`config.mk`:
```
export PLATFORM = sky130hd
export DESIGN_NAME = ones_index_enum
export DESIGN_NICKNAME = d
export VERILOG_FILES = /design/src/rtl/ones_index_enum.sv
export SDC_FILE = /design/constraint.sdc
export NUM_CORES = 1
export LEC_CHECK = 0
export ABC_AREA = 1
export BUFFER_PORTS_ARGS = -buffer_cell sky130_fd_sc_hd__clkbuf_2
export CAP_MARGIN = 20
export CORE_ASPECT_RATIO = 0.8
export CORE_MARGIN = 1
export CORE_UTILIZATION = 50
export DETAILED_ROUTE_END_ITERATION = 10
export GPL_TIMING_DRIVEN = 1
export PLACE_DENSITY = 0.73
export SYNTH_ARGS = -nofsm -noshare
export SYNTH_HDL_FRONTEND = slang
export SYNTH_SLANG_ARGS = --single-unit
```
`constraint.sdc`:
```
create_clock -name clk -period 3.6 [get_ports clk]
set_input_delay 0.36 -clock clk [delete_from_list [all_inputs] [get_ports clk]]
set_output_delay 0.36 -clock clk [all_outputs]
set_load 0.01 [all_outputs]
```
`src/rtl/ones_index_enum.sv`:
```
// Walks a mask and emits the index of each set bit, LSB-first, one beat per cycle.
// Latency: first beat is valid the cycle after accept; back-to-back masks have no bubble.
// Backpressure: out_ready low freezes every out_* signal and holds in_ready low.

module ones_index_enum_popcount #(
   parameter  int W  = 8,
   localparam int CW = $clog2(W + 1)
) (
   input  logic [W-1:0]  bits,
   output logic [CW-1:0] cnt
);
   generate
      if (W == 1) begin : g_leaf
         assign cnt = bits;
      end else begin : g_split
         localparam int LW = W / 2;
         localparam int HW = W - LW;
         logic [$clog2(LW + 1)-1:0] lo_cnt;
         logic [$clog2(HW + 1)-1:0] hi_cnt;

         ones_index_enum_popcount #(.W(LW)) u_lo (.bits(bits[LW-1:0]), .cnt(lo_cnt));
         ones_index_enum_popcount #(.W(HW)) u_hi (.bits(bits[W-1:LW]), .cnt(hi_cnt));

         assign cnt = CW'(lo_cnt) + CW'(hi_cnt);
      end
   endgenerate
endmodule

module ones_index_enum #(
   parameter  int DATA_WIDTH = 8,
   localparam int IDX_W      = (DATA_WIDTH > 1) ? $clog2(DATA_WIDTH) : 1,
   localparam int CNT_W      = $clog2(DATA_WIDTH + 1)
) (
   input  logic                  clk,
   input  logic                  rst_n,
   input  logic                  in_valid,
   output logic                  in_ready,
   input  logic [DATA_WIDTH-1:0] in_mask,
   output logic                  out_valid,
   input  logic                  out_ready,
   output logic [IDX_W-1:0]      out_idx,
   output logic [CNT_W-1:0]      out_seq,
   output logic [CNT_W-1:0]      out_total,
   output logic                  out_last,
   output logic                  out_none
);
   typedef enum logic {IDLE = 1'b0, EMIT = 1'b1} state_t;

   state_t                state;
   logic [DATA_WIDTH-1:0] rem;
   logic [DATA_WIDTH-1:0] rem_clr;
   logic [CNT_W-1:0]      seq;
   logic [CNT_W-1:0]      total;
   logic [CNT_W-1:0]      mask_cnt;
   logic [IDX_W-1:0]      low_idx;
   logic                  rem_single;
   logic                  beat;
   logic                  accept;

   ones_index_enum_popcount #(.W(DATA_WIDTH)) u_mask_cnt (.bits(in_mask), .cnt(mask_cnt));

   always_comb begin
      low_idx = '0;
      for (int i = DATA_WIDTH - 1; i >= 0; i--) begin
         if (rem[i]) low_idx = IDX_W'(i);
      end
   end

   // rem & (rem-1) drops the lowest set bit; zero result means at most one bit was left
   assign rem_clr    = rem & (rem - DATA_WIDTH'(1));
   assign rem_single = (rem_clr == '0);

   assign out_valid = (state == EMIT);
   assign beat      = out_valid && out_ready;
   assign in_ready  = (state == IDLE) || (beat && rem_single);
   assign accept    = in_valid && in_ready;

   assign out_idx   = out_valid ? low_idx : '0;
   assign out_seq   = out_valid ? seq : '0;
   assign out_total = out_valid ? total : '0;
   assign out_last  = out_valid && rem_single;
   assign out_none  = out_valid && (rem == '0);

   always_ff @(posedge clk or negedge rst_n) begin
      if (!rst_n) begin
         state <= IDLE;
         rem   <= '0;
         seq   <= '0;
         total <= '0;
      end else if (accept) begin
         state <= EMIT;
         rem   <= in_mask;
         seq   <= '0;
         total <= mask_cnt;
      end else if (beat) begin
         rem <= rem_clr;
         seq <= seq + CNT_W'(1);
         if (rem_single) state <= IDLE;
      end
   end
endmodule

```
==> out/results.ini <==
[placement]
place_hpwl_mm=2.14
place.gp.congestion=0.881
port_buffers=26
place_area_mm2=0.00137

[global_routing]
grt.total_usage=0.231
antenna_found_initial=0
grt_pass1_vias=996
grt_overflow_total=0
grt_max_degree=18
grt_pass1_wl_mm=4.53

[logic_synthesis]
synth-warning-count=0
yosysTopAreaCell=dfrtp_1
netlist_area_mm2=0.00123
yosys-top-cells-count=nand2_1, inv_1, nand3_1
synth_cell_type_count=25
synth_edf_count=0
synth_flop_cell=dfrtp_1
synth_area_leaders=dfrtp_1, nand2_1, nand3_1
yosysSeqAreaShare=0.346
syn_inst=158
synth.most_common_cell=nand2_1
synth_nets=178
async_flop_share=1.00
avgSynthCellArea_um2=7.79
synth.top_cell.area_share=0.346
synth-seq-cells=17

[cts]
clock_sinks=17
ctsRootBufferMaster=clkbuf_4
clk-insertion-delay-late_ns=0.29
postCtsSetupRepairBufs=0
htreeDepth=1
cts_hold_buf=1
numCtsBuffers=3
clockBufferDepth=2
tritoncts=built
clk_pin_slew_ns=0.09
cts_resized=0

[die]
start_util=0.551
fp.dieH_um=46.4
ios=27
fp-row-count=15
die-area_mm2=0.00267
die_width_um=57.5
core_mm2=0.00223

[timing]
maxSlewViolCount=0
finalSetupViolations=0
worstMarginPinSlew_ns=0.638
setup_tns_ns=0
hold_viol=0
max_freq_ghz=0.349
fin_crit_ns=2.86
rsz0062_at_grt=false
fin_skew_ns=0.00571
holdWs_ns=0.328
slew_headroom=0.563
fin_crit_sh=0.796

[critical_path]
path_cells=clkbuf_2 -> fa_1 -> inv_1 -> fa_1 -> fa_1 -> inv_1 -> ha_1 -> fa_1 -> xor2_1 -> nand3_2 -> nand2_1
arrival_ns=3.10
crit_buf_inv=3
cp_common_cell=fa_1
worst-setup-path-type=in -> reg
r2r-end=seq[3]
cp_slowest_cell=fa_1
ff2ff_path_depth=10
r2r_slack_ns=1.79
crit_path_end_kind=register
r2r-start=rem[4]
cp.required_ns=3.83
critPathTopFamily=adder cells
critical_path_peak_fanout=2
slowest_delay_ns=0.55
start_kind=input pin

[route]
vias=1119
ant_nets=0
avgRoutedWirePerCell_um=12.9
wirelength_mm=2.73
drc=2
dr.first_iter.drc_count=47
viasPerCell=5.30
dr.pass1.iters=7

[cells_and_area]
drive_above_1_share=0.247
diodes=0
syn_to_final_growth_pct=13.9
final_area_mm2=0.00140
fillers=205
nNetsFinal=207

[power_and_ir_drop]
swShare=0.508
p_leak_uw=0.000817
finalPower_uw=1140
p_seq_frac=0.333
clockPowerShare=0.090
pwr-share-comb=0.577
ir_drop_mv=0.301
internal_power_uw=563
p_switching_uw=581
power_density_mw_per_mm2=815

[min_path]
hold_path_end=rem[6]
hp-start=in_mask[6]
hold_class=in -> reg
hold_path_depth=3

[status]
status=finished with violations
violations=DRC

[run]
maxCapViolCount=0

worst max path at each step:
stage	to	slack, ns	from	depth (start not counted)
final	total[2]	0.74	in_mask[0]	11
after global routing	total[2]	0.73	in_mask[0]	11
after CTS	total[2]	0.76	in_mask[0]	11
after detailed placement	total[2]	0.45	in_mask[0]	11
after global placement	total[2]	0.63	in_mask[0]	11
after floorplan	total[2]	0.79	in_mask[0]	10
through the flow:
step | worst slack [ns] | utilization | cells
6_report | 0.736 | 0.628 | 211
5_1_grt | 0.731 | 0.628 | 211
4_1_cts | 0.756 | 0.628 | 211
3_5_place_dp | 0.453 | 0.612 | 206
3_3_place_gp | 0.631 | 0.612 | 206
2_1_floorplan | 0.786 | - | 158
power groups by stage:
stage	clock network, µW	registers (µW)	logic [µW]
final	103	381	660
after global placement	0	378	635
after detailed placement	0	384	657
after CTS	107	380	660
after floorplan	0	351	512
after global routing	115	396	746
layer usage:
metal,track usage,up-vias,part of all wire
met5,0,-,0
met4,0.0683,0,0.019
met3,0.0534,6,0.055
met2,0.370,42,0.46
met1,0.315,519,0.46
li1,-,552,-
state kept, by name (all words and copies together), names as in the netlist:
| signal | cells |
|---|---|
| seq | 4 |
| total | 4 |
| rem | 8 |
| out_valid | 1 |
worst min-delay path: stages:
cell and delay, ns:
clkbuf_2 0.10, nand3_2 0.07, nand3_2 0.05
cell usage in the layout, fill, tap and decap left out, drive strengths merged:
cell         Yosys  layout
dfrtp           17      17
nor2            16      16
o21bai           1       1
clkbuf           1      30
dlygate4sd3      0       1
a21oi            3       3
nand2           46      46
nor3             1       1
nor4             1       1
nand3           31      31
xnor2            1       1
mux2i            1       1
inv             23      23
a22oi            1       1
a211oi           1       1
fa               4       4
clkinv           1       1
ha               4       4
xor2             3       3
area by class of cell:
type                    instances  area, µm²  share of cell area
repair buffers                 27        140              0.0999
inverters                      24       90.1              0.0642
flip-flops and latches         17        425               0.303
well taps                      25       31.3              0.0223
multi-input cells             114        689               0.492
clock buffers                   4       26.3              0.0187
cell families (layout without fill, tap and decap cells):
logic type / Yosys count / in the layout / share of synthesized area
fa+ha+maj: 8 / 8 / 0.106
xor+xnor: 4 / 4 / 0.0285
mux: 1 / 1 / 0.00813
compound gates: 6 / 6 / 0.0305
flops: 17 / 17 / 0.346
buf+inv: 27 / 55 / 0.0945
simple gates: 95 / 95 / 0.387
No activity file was read; power rests on OpenSTA's default activity.
